[src/rtl/dynamic_branch_predictor_if.sv]
// Fetch/Decode-facing signal bundle of the dynamic branch predictor.
// DBP_GSHARE_EN adds the global-history exchange signals.
interface dynamic_branch_predictor_if #(
  parameter int PC_W   = 16,
  parameter int STAT_W = 16,
  parameter int GHR_W  = 3
);
  logic [PC_W-1:0]   PC_curr;
  logic [1:0]        prediction;
  logic              btb_hit;
  logic              predict_taken;
  logic [PC_W-1:0]   predicted_target;
  logic              wen_BHT;
  logic              wen_BTB;
  logic [PC_W-1:0]   IF_ID_PC_curr;
  logic [1:0]        IF_ID_prediction;
  logic              actual_taken;
  logic [PC_W-1:0]   actual_target;
  logic              update_PC;
  logic [STAT_W-1:0] branch_cnt;
  logic [STAT_W-1:0] taken_cnt;
  logic [STAT_W-1:0] mispredict_cnt;
`ifdef DBP_GSHARE_EN
  logic [GHR_W-1:0]  pred_ghr;
  logic [GHR_W-1:0]  IF_ID_ghr;

  modport master (
    output PC_curr, wen_BHT, wen_BTB, IF_ID_PC_curr, IF_ID_prediction,
           actual_taken, actual_target, update_PC, IF_ID_ghr,
    input  prediction, btb_hit, predict_taken, predicted_target,
           branch_cnt, taken_cnt, mispredict_cnt, pred_ghr
  );

  modport slave (
    input  PC_curr, wen_BHT, wen_BTB, IF_ID_PC_curr, IF_ID_prediction,
           actual_taken, actual_target, update_PC, IF_ID_ghr,
    output prediction, btb_hit, predict_taken, predicted_target,
           branch_cnt, taken_cnt, mispredict_cnt, pred_ghr
  );
`else
  modport master (
    output PC_curr, wen_BHT, wen_BTB, IF_ID_PC_curr, IF_ID_prediction,
           actual_taken, actual_target, update_PC,
    input  prediction, btb_hit, predict_taken, predicted_target,
           branch_cnt, taken_cnt, mispredict_cnt
  );

  modport slave (
    input  PC_curr, wen_BHT, wen_BTB, IF_ID_PC_curr, IF_ID_prediction,
           actual_taken, actual_target, update_PC,
    output prediction, btb_hit, predict_taken, predicted_target,
           branch_cnt, taken_cnt, mispredict_cnt
  );
`endif
endinterface

[src/rtl/dynamic_branch_predictor.sv]
// 2-bit saturating BHT plus tagged BTB with combinational fetch lookup and Decode-side training.
// Define DBP_GSHARE_EN to XOR a global history register into the BHT index (gshare).
module dynamic_branch_predictor #(
  parameter int PC_W   = 16,
  parameter int IDX_W  = 3,
  parameter int TAG_W  = 4,
  parameter int STAT_W = 16,
  parameter int GHR_W  = IDX_W
) (
  input  logic                       clk,
  input  logic                       rst_n,
  dynamic_branch_predictor_if.slave  bus
);
  localparam int DEPTH = 1 << IDX_W;

  logic [1:0]        r_bht       [DEPTH];
  logic              r_btbValid  [DEPTH];
  logic [TAG_W-1:0]  r_btbTag    [DEPTH];
  logic [PC_W-1:0]   r_btbTarget [DEPTH];
  logic [STAT_W-1:0] r_branchCnt;
  logic [STAT_W-1:0] r_takenCnt;
  logic [STAT_W-1:0] r_mispredictCnt;

  logic [IDX_W-1:0]  w_idx;
  logic [IDX_W-1:0]  w_uidx;
  logic [IDX_W-1:0]  w_bhtIdx;
  logic [IDX_W-1:0]  w_bhtUidx;
  logic [TAG_W-1:0]  w_tag;
  logic [TAG_W-1:0]  w_utag;
  logic              w_hit;
  logic [1:0]        w_bhtNext;

  assign w_idx  = bus.PC_curr[IDX_W:1];
  assign w_uidx = bus.IF_ID_PC_curr[IDX_W:1];
  assign w_tag  = bus.PC_curr[IDX_W+TAG_W:IDX_W+1];
  assign w_utag = bus.IF_ID_PC_curr[IDX_W+TAG_W:IDX_W+1];

`ifdef DBP_GSHARE_EN
  logic [GHR_W-1:0] r_ghr;
  logic             w_unusedGhr;

  assign w_bhtIdx    = w_idx ^ IDX_W'(r_ghr);
  assign w_bhtUidx   = w_uidx ^ IDX_W'(bus.IF_ID_ghr);
  assign bus.pred_ghr = r_ghr;
  assign w_unusedGhr = bus.IF_ID_ghr[GHR_W-1];
`else
  assign w_bhtIdx  = w_idx;
  assign w_bhtUidx = w_uidx;
`endif

  // Bits outside the index and tag fields are deliberately aliased away.
  logic w_unusedPcBits;
  assign w_unusedPcBits = ^{bus.PC_curr[0], bus.IF_ID_PC_curr[0],
                            bus.PC_curr[PC_W-1:IDX_W+TAG_W+1],
                            bus.IF_ID_PC_curr[PC_W-1:IDX_W+TAG_W+1]};

  assign w_hit                = r_btbValid[w_idx] && (r_btbTag[w_idx] == w_tag);
  assign bus.prediction       = r_bht[w_bhtIdx];
  assign bus.btb_hit          = w_hit;
  assign bus.predict_taken    = r_bht[w_bhtIdx][1] & w_hit;
  assign bus.predicted_target = w_hit ? r_btbTarget[w_idx] : bus.PC_curr + PC_W'(2);
  assign bus.branch_cnt       = r_branchCnt;
  assign bus.taken_cnt        = r_takenCnt;
  assign bus.mispredict_cnt   = r_mispredictCnt;

  // Training is based on the counter seen at fetch time, not a fresh BHT read.
  always_comb begin
    w_bhtNext = bus.IF_ID_prediction;
    if (bus.actual_taken) begin
      if (bus.IF_ID_prediction != 2'b11) w_bhtNext = bus.IF_ID_prediction + 2'b01;
    end else begin
      if (bus.IF_ID_prediction != 2'b00) w_bhtNext = bus.IF_ID_prediction - 2'b01;
    end
  end

  always_ff @(posedge clk) begin
    if (!rst_n) begin
      for (int i = 0; i < DEPTH; i++) begin
        r_bht[i]       <= 2'b00;
        r_btbValid[i]  <= 1'b0;
        r_btbTag[i]    <= '0;
        r_btbTarget[i] <= '0;
      end
      r_branchCnt     <= '0;
      r_takenCnt      <= '0;
      r_mispredictCnt <= '0;
`ifdef DBP_GSHARE_EN
      r_ghr <= '0;
`endif
    end else begin
      if (bus.wen_BHT) begin
        r_bht[w_bhtUidx] <= w_bhtNext;
`ifdef DBP_GSHARE_EN
        r_ghr <= {bus.IF_ID_ghr[GHR_W-2:0], bus.actual_taken};
`endif
      end
      if (bus.wen_BTB) begin
        r_btbValid[w_uidx]  <= 1'b1;
        r_btbTag[w_uidx]    <= w_utag;
        r_btbTarget[w_uidx] <= bus.actual_target;
      end
      // Statistics saturate instead of wrapping.
      if (bus.wen_BHT && (r_branchCnt != '1))
        r_branchCnt <= r_branchCnt + STAT_W'(1);
      if (bus.wen_BHT && bus.actual_taken && (r_takenCnt != '1))
        r_takenCnt <= r_takenCnt + STAT_W'(1);
      if (bus.update_PC && (r_mispredictCnt != '1))
        r_mispredictCnt <= r_mispredictCnt + STAT_W'(1);
    end
  end
endmodule
[src/flat_wrapper.sv]
// flat-port wrapper written by rule: the top's interface ports become plain ports
module dynamic_branch_predictor_flat 
#(
  parameter int PC_W   = 16,
  parameter int IDX_W  = 3,
  parameter int TAG_W  = 4,
  parameter int STAT_W = 16,
  parameter int GHR_W  = IDX_W
)
  (clk, rst_n, bus_PC_curr, bus_wen_BHT, bus_wen_BTB, bus_IF_ID_PC_curr, bus_IF_ID_prediction, bus_actual_taken, bus_actual_target, bus_update_PC, bus_prediction, bus_btb_hit, bus_predict_taken, bus_predicted_target, bus_branch_cnt, bus_taken_cnt, bus_mispredict_cnt);
  dynamic_branch_predictor_if #(.PC_W(PC_W), .STAT_W(STAT_W), .GHR_W(GHR_W)) bus_i ();
  input  logic clk;
  input  logic rst_n;
  input wire logic [$bits(bus_i.PC_curr)-1:0] bus_PC_curr;
  input wire logic [$bits(bus_i.wen_BHT)-1:0] bus_wen_BHT;
  input wire logic [$bits(bus_i.wen_BTB)-1:0] bus_wen_BTB;
  input wire logic [$bits(bus_i.IF_ID_PC_curr)-1:0] bus_IF_ID_PC_curr;
  input wire logic [$bits(bus_i.IF_ID_prediction)-1:0] bus_IF_ID_prediction;
  input wire logic [$bits(bus_i.actual_taken)-1:0] bus_actual_taken;
  input wire logic [$bits(bus_i.actual_target)-1:0] bus_actual_target;
  input wire logic [$bits(bus_i.update_PC)-1:0] bus_update_PC;
  output wire logic [$bits(bus_i.prediction)-1:0] bus_prediction;
  output wire logic [$bits(bus_i.btb_hit)-1:0] bus_btb_hit;
  output wire logic [$bits(bus_i.predict_taken)-1:0] bus_predict_taken;
  output wire logic [$bits(bus_i.predicted_target)-1:0] bus_predicted_target;
  output wire logic [$bits(bus_i.branch_cnt)-1:0] bus_branch_cnt;
  output wire logic [$bits(bus_i.taken_cnt)-1:0] bus_taken_cnt;
  output wire logic [$bits(bus_i.mispredict_cnt)-1:0] bus_mispredict_cnt;
  assign bus_i.PC_curr = bus_PC_curr;
  assign bus_i.wen_BHT = bus_wen_BHT;
  assign bus_i.wen_BTB = bus_wen_BTB;
  assign bus_i.IF_ID_PC_curr = bus_IF_ID_PC_curr;
  assign bus_i.IF_ID_prediction = bus_IF_ID_prediction;
  assign bus_i.actual_taken = bus_actual_taken;
  assign bus_i.actual_target = bus_actual_target;
  assign bus_i.update_PC = bus_update_PC;
  assign bus_prediction = bus_i.prediction;
  assign bus_btb_hit = bus_i.btb_hit;
  assign bus_predict_taken = bus_i.predict_taken;
  assign bus_predicted_target = bus_i.predicted_target;
  assign bus_branch_cnt = bus_i.branch_cnt;
  assign bus_taken_cnt = bus_i.taken_cnt;
  assign bus_mispredict_cnt = bus_i.mispredict_cnt;
  dynamic_branch_predictor #(.PC_W(PC_W), .IDX_W(IDX_W), .TAG_W(TAG_W), .STAT_W(STAT_W), .GHR_W(GHR_W)) u_core (.clk(clk), .rst_n(rst_n), .bus(bus_i));
endmodule
[config.mk]
export PLATFORM = sky130hd
export DESIGN_NAME = dynamic_branch_predictor_flat
export DESIGN_NICKNAME = d
export VERILOG_FILES = /design/src/rtl/dynamic_branch_predictor_if.sv /design/src/rtl/dynamic_branch_predictor.sv /design/src/flat_wrapper.sv
export SDC_FILE = /design/constraint.sdc
export NUM_CORES = 1
export LEC_CHECK = 0
export ABC_AREA = 1
export BUFFER_PORTS_ARGS = -buffer_cell sky130_fd_sc_hd__buf_2
export CAP_MARGIN = 5
export CORE_MARGIN = 2
export CORE_UTILIZATION = 64
export DETAILED_ROUTE_END_ITERATION = 8
export PLACE_DENSITY = 0.82
export SLEW_MARGIN = 40
export SYNTH_ARGS = -nofsm -noshare
export SYNTH_HDL_FRONTEND = slang
export SYNTH_SLANG_ARGS = --single-unit
export TNS_END_PERCENT = 20
[constraint.sdc]
create_clock -name clk -period 3.7 [get_ports clk]
set_input_delay 0.185 -clock clk [delete_from_list [all_inputs] [get_ports clk]]
set_output_delay 0.185 -clock clk [all_outputs]
set_load 0.02 [all_outputs]
; ---- Word-level counts from Yosys, hierarchy flattened
; Memories as Yosys holds them, arrays and structs flattened.
; Cells that the tools add are included.
[totals]
mem_count = 4
out_inout_bits = 68
ff_bits = 48
ramBits = 184
[classes]
reduce_logical = 10
bitwise_logic = 1
n_mux = 23
eq_ne = 5
add_sub_neg = 6
[memory_table]
columns = memory, depth, width, rd, rd_clocked_by_memory_dff, write_ports, line_no
row1 = u_core.r_btbTarget, 8, 16, 1, 0, 8, dynamic_branch_predictor.sv:19  ; logic [PC_W-1:0] r_btbTarget [DEPTH];
row2 = u_core.r_btbTag, 8, 4, 1, 0, 8, dynamic_branch_predictor.sv:18  ; logic [TAG_W-1:0] r_btbTag [DEPTH];
row3 = u_core.r_bht, 8, 2, 1, 0, 8, dynamic_branch_predictor.sv:16  ; logic [1:0] r_bht [DEPTH];
row4 = u_core.r_btbValid, 8, 1, 1, 0, 8, dynamic_branch_predictor.sv:17  ; logic r_btbValid [DEPTH];
[op_table]
columns = cell, count
row1 = adder 16 x 1 -> 16 bit (second input constant), 3
row2 = != test 16 bit (second input constant), 3
row3 = 2-to-1 mux 16 bit, 2
row4 = adder 16 x 2 -> 16 bit (second input constant), 1
row5 = OR reduction 16 bit, 1
row6 = 2-to-1 mux 1 bit, 12
row7 = 2-to-1 mux 3 bit, 4
row8 = 2-to-1 mux 2 bit, 4
row9 = logical AND 1 bit, 5
row10 = == test 4 bit, 1
row11 = 2-to-1 mux 4 bit, 1
row12 = OR reduction 4 bit, 1
row13 = adder 2 x 1 -> 2 bit (second input constant), 1
row14 = != test 2 bit (second input constant), 1
row15 = nonzero test 2 bit, 1
row16 = OR reduction 2 bit, 1
row17 = subtractor 2 x 1 -> 2 bit (second input constant), 1
row18 = AND 1 bit, 1
row19 = OR reduction 1 bit, 1

; ---- Logic depth before layout (Yosys ltp)
[logic_depth]
word_depth = 5
mapped_depth = 14
mapped_depth_nobuf = 12

; ---- Least setup slack after synthesis
; Ideal clock, no wire load.
[synth_timing]
path_type = in2reg
startpoint = in bus_IF_ID_PC_curr[1]
endpoint = mem u_core.r_btbTag[7][0] (enable)
t_required_ns = 3.323
setup_slack_ns = 1.817
cell_stages = 5
arrival_time_ns = 1.506
path_buffers = 2
setup_ns = 0.377
cell_sequence = clkbuf_1 -> nand3_1 -> or2_0 -> clkbuf_1 -> nand2_1
[synth_lines]
columns = element, line_no
row1 = from (decl), flat_wrapper.sv:17  ; input wire logic [$bits(bus_i.IF_ID_PC_curr)-1:0] bus_IF_ID_PC_curr;
row2 = to (decl), dynamic_branch_predictor.sv:18

; ---- Final worst setup path
[layout_timing]
startpoint = mem u_core.r_btbTag[0][2]
endpoint = out bus_predict_taken
[layout_between]
elab_chain_cells = 4
[layout_rtl]
columns = element, line_no
row1 = memory (8 x 4 bit), -
row2 = == test 4 bit, dynamic_branch_predictor.sv:57  ; assign w_hit = r_btbValid[w_idx] && (r_btbTag[w_idx] == w_tag);
row3 = logical AND 1 bit, dynamic_branch_predictor.sv:57
row4 = AND 1 bit, dynamic_branch_predictor.sv:60  ; assign bus.predict_taken = r_bht[w_bhtIdx][1] & w_hit;
row5 = to (decl), flat_wrapper.sv:24  ; output wire logic [$bits(bus_i.predict_taken)-1:0] bus_predict_taken;
; Every way passes these cells.

==> results by group <==
Power
  • Reg power frac: a little over half
  • Leakage: 0.00528 uW
  • Pwr per Cell Area: about 450 nW/um2
  • Switching power: between 1000 and 1500 uW
  • Combinational power share: a little under a tenth
  • Clock power share: approximately 38%
  • Int Pwr: approximately 4200 uW
  • VDD IR max: approximately 0.38 mV
  • Sw Ratio: about a quarter

Synth
  • Largest family of logic cells by synthesized area: simple AND/OR/NAND/NOR gates
  • Cell taking the most area after synthesis: edfxtp_1
  • Post-Synth Simple-Gate Area: 26.9%
  • Post-Synth XOR/XNOR Area: about 2.3%
  • Yosys cell types: 36
  • Post-Syn Instances: roughly 1300
  • Mux cell area share after synthesis: 0%
  • Synthesized area: ~11000 um2
  • Post-synth top area share: between 40% and 50%
  • Seq/Total Area, Yosys: 56.7%
  • Complex-gate fraction of the synthesized area: between 7 and 8%
  • Flops & latches, synth: 232
  • Post-Synth Adder-Cell Area: less than 1%
  • Top post-synthesis cells by area: edfxtp_1 47%, nor2_1 10%, dfxtp_1 9.9%
  • Avg Cell Area, Syn: between 8 and 9 um2
  • Mapped Nets: between 1000 and 1500
  • Syn. warnings: 0

Clocking
  • Worst-path clk slew: about 0.060 ns
  • Post-cts sizing count: 0
  • CTS tree: yes
  • Setup bufs post-CTS: 0
  • CTS Hold Bufs: 0
  • Clk sink count: 232
  • Max clock buf depth: 3
  • CTS buffer count: 23
  • H-tree levels: 1
  • CTS Root Cell: clkbuf_16
  • Worst-Skew Late Latency: ~0.5 ns

Layout
  • Filler Cell Count: 1265
  • Area delta synth->final: 12.0%
  • Final core occ: 73.2%
  • Layout cell share with drive strength beyond 1: between 10% and 20%
  • Nets: 1477
  • Fin area: approximately 13000 um2
  • Antenna Cells: 0

STA
  • Hold slack: approximately 0.075 ns
  • Hold Vio Cnt, Final: 0
  • Clock skew: about 0.0066 ns
  • Setup-failing EPs final: 0
  • Period utilisation layout: 71.2%
  • Setup slack after layout: approximately 1.1 ns
  • Max-Slew Margin vs Limit: approximately 47%
  • Post-route setup TNS: 0 ns
  • Peak Freq: approximately 380 MHz
  • Tmin final: roughly 2.6 ns
  • Unrepaired setup endpoints after global routing: false
  • Worst-margin pin slew: 0.795 ns
  • Fin. max-slew vios: 0

Floorplanning
  • DIE AREA: between 15000 and 20000 um2
  • Num rows: 48
  • Die extent in x: 137 um
  • DIE HEIGHT: 137 um
  • Top-Level Pins: about 120
  • Placeable Area: ~17000 um2
  • Starting Density: 65.4%

Status
  • Status: finished clean

Critical path
  • Worst path required time: roughly 3.5 ns
  • Startpoint Class: register
  • Critical Path AT: about 2.5 ns
  • Worst setup EP type: output port
  • Crit Path Class: reg2out
  • CP max FO: 18
  • Reg2Reg Setup Slack: approximately 1.6 ns

Drt
  • Via density: between 5 and 6
  • Post-DR wirelength/cell: between 15 and 20 um
  • First-pass DRT Iterations: 5
  • Detail Route Antenna Nets: 0
  • 1st-iter DRT viols: 905
  • # DRC: 0
  • Final wirelength: about 28000 um
  • Via count: between 9000 and 10000

Placement
  • Worst slack, placed: 1.12 ns
  • Hpwl dp: around 17000 um
  • Port buffer count: approximately 110
  • Final Wtd Congestion: 0.877
  • Placed inst area: around 12000 um2

GRT
  • Number of global-route vias before repair: ~9000
  • Overflow after GRT: 0
  • First-pass GRT wire length: 45200 um
  • Total GRT Usage: a little under a third
  • Initial antenna violation count: 0
  • Pin count of the biggest net entering global routing: 95

Min path
  • Class of the worst hold path: in2reg

Job
  • Max-cap violation count: 0
-- layer usage --
layer / track usage (%) / routed length [um] / vias to the layer above
met3: 6.00 / 2950 / 56
met2: 52.1 / 13700 / 499
li1: - / - / 4581
met1: 40.6 / 11100 / 4491
met4: 9.62 / 656 / 0
met5: 0 / 0 / -
-- sequential cells by signal, indices dropped and copies added (netlist names) --
name,count
u_core.bus.taken_cnt,16
u_core.bus.mispredict_cnt,16
u_core.r_btbTag,32
u_core.r_btbTarget,128
u_core.bus.branch_cnt,16
u_core.r_btbValid,8
u_core.r_bht,16
-- kinds of logic after synthesis --
family / count (synthesis)
buffers and inverters: 174
AOI/OAI and AO/OA: 161
DFF: 232
adders and majority gates: 4
and+or+nand+nor: 728
xor gates and xnor gates: 30
-- cell usage in the layout, fill, tap and decap left out, types with 23 or more instances in the layout --
| cell | count |
|---|---|
| nor3_1 | 27 |
| o21ai_0 | 83 |
| nand2_1 | 260 |
| edfxtp_1 | 176 |
| clkbuf_16 | 23 |
| dfxtp_1 | 56 |
| nand4_1 | 37 |
| inv_1 | 98 |
| buf_2 | 114 |
| nand3_1 | 72 |
| a21oi_1 | 30 |
| nor2_1 | 306 |
-- power by group through the flow --
stage	registers (uW)	clock network (uW)	logic (uW)
after floorplan	3020	0	357
after detailed placement	3030	0	532
final	2970	2130	542
after global routing	2980	2230	600
after global placement	3020	0	515
after CTS	2970	2130	535
-- final cells by class --
cell class / count / area, um2 / area share (%)
Clock buffer: 29 / 608 / 4.80
Clock inverter: 11 / 58.8 / 0.464
Inverter: 107 / 402 / 3.17
Multi-Input combinational cell: 923 / 4220 / 33.3
Sequential cell: 232 / 6410 / 50.6
Tap cell: 225 / 282 / 2.22
Timing Repair Buffer: 130 / 694 / 5.48
-- final timing paths --
path	start	end	cells after the start
hold reg to reg	u_core.r_btbValid[3]$_DFF_P_	u_core.r_btbValid[3]$_DFF_P_	2
setup / recovery	u_core.r_btbTag[0][2]$_SDFFCE_PN0P_	bus_predict_taken	10
hold / removal	bus_actual_target[9]	u_core.r_btbTarget[6][9]$_SDFFCE_PN0P_	3
setup reg to reg	u_core.bus.taken_cnt[0]$_SDFFE_PN0P_	u_core.bus.taken_cnt[14]$_SDFFE_PN0P_	11
-- synth_stat cells --
| master | count |
|---|---|
| nor2_1 | 306 |
| nand2_1 | 267 |
| edfxtp_1 | 176 |
| inv_1 | 98 |
| o21ai_0 | 83 |
| nand3_1 | 72 |
| dfxtp_1 | 56 |
| clkbuf_1 | 41 |
| nand4_1 | 37 |
| a21oi_1 | 30 |
| nor3_1 | 27 |
| o21ai_1 | 22 |
| xor2_1 | 22 |
| o22ai_1 | 21 |
| buf_2 | 20 |
| xnor2_1 | 8 |
| inv_2 | 7 |
| nor3b_1 | 6 |
| ha_1 | 4 |
| and3_1 | 3 |
| nand2_2 | 3 |
| a31oi_1 | 2 |
| buf_1 | 2 |
| buf_4 | 2 |
| buf_6 | 2 |
| clkinv_1 | 2 |
| a21oi_2 | 1 |
| nand3_2 | 1 |
| nand3_4 | 1 |
| nor2_4 | 1 |
| nor2_8 | 1 |
| nor3_2 | 1 |
| nor4_1 | 1 |
| o21a_1 | 1 |
| o21bai_1 | 1 |
| or2_0 | 1 |
-- critical path, stage by stage, from the launching register on --
cell      delay [ns]
edfxtp_1        0.37
inv_1           0.06
nand2_1         0.04
nand3_1         0.10
nand3_1         0.12
nand3_1         0.12
nand2_1         0.09
nor2_4          0.33
nand3_4         0.29
a21oi_2         0.20
buf_2           0.21
-- metrics by stage --
stage	power, uW	std cells
6_report	5640	1657
5_1_grt	5820	1657
4_1_cts	5640	1657
3_5_place_dp	3560	1617
3_3_place_gp	3540	1617
2_1_floorplan	3380	1329
Power figures use the tool's default switching activity.
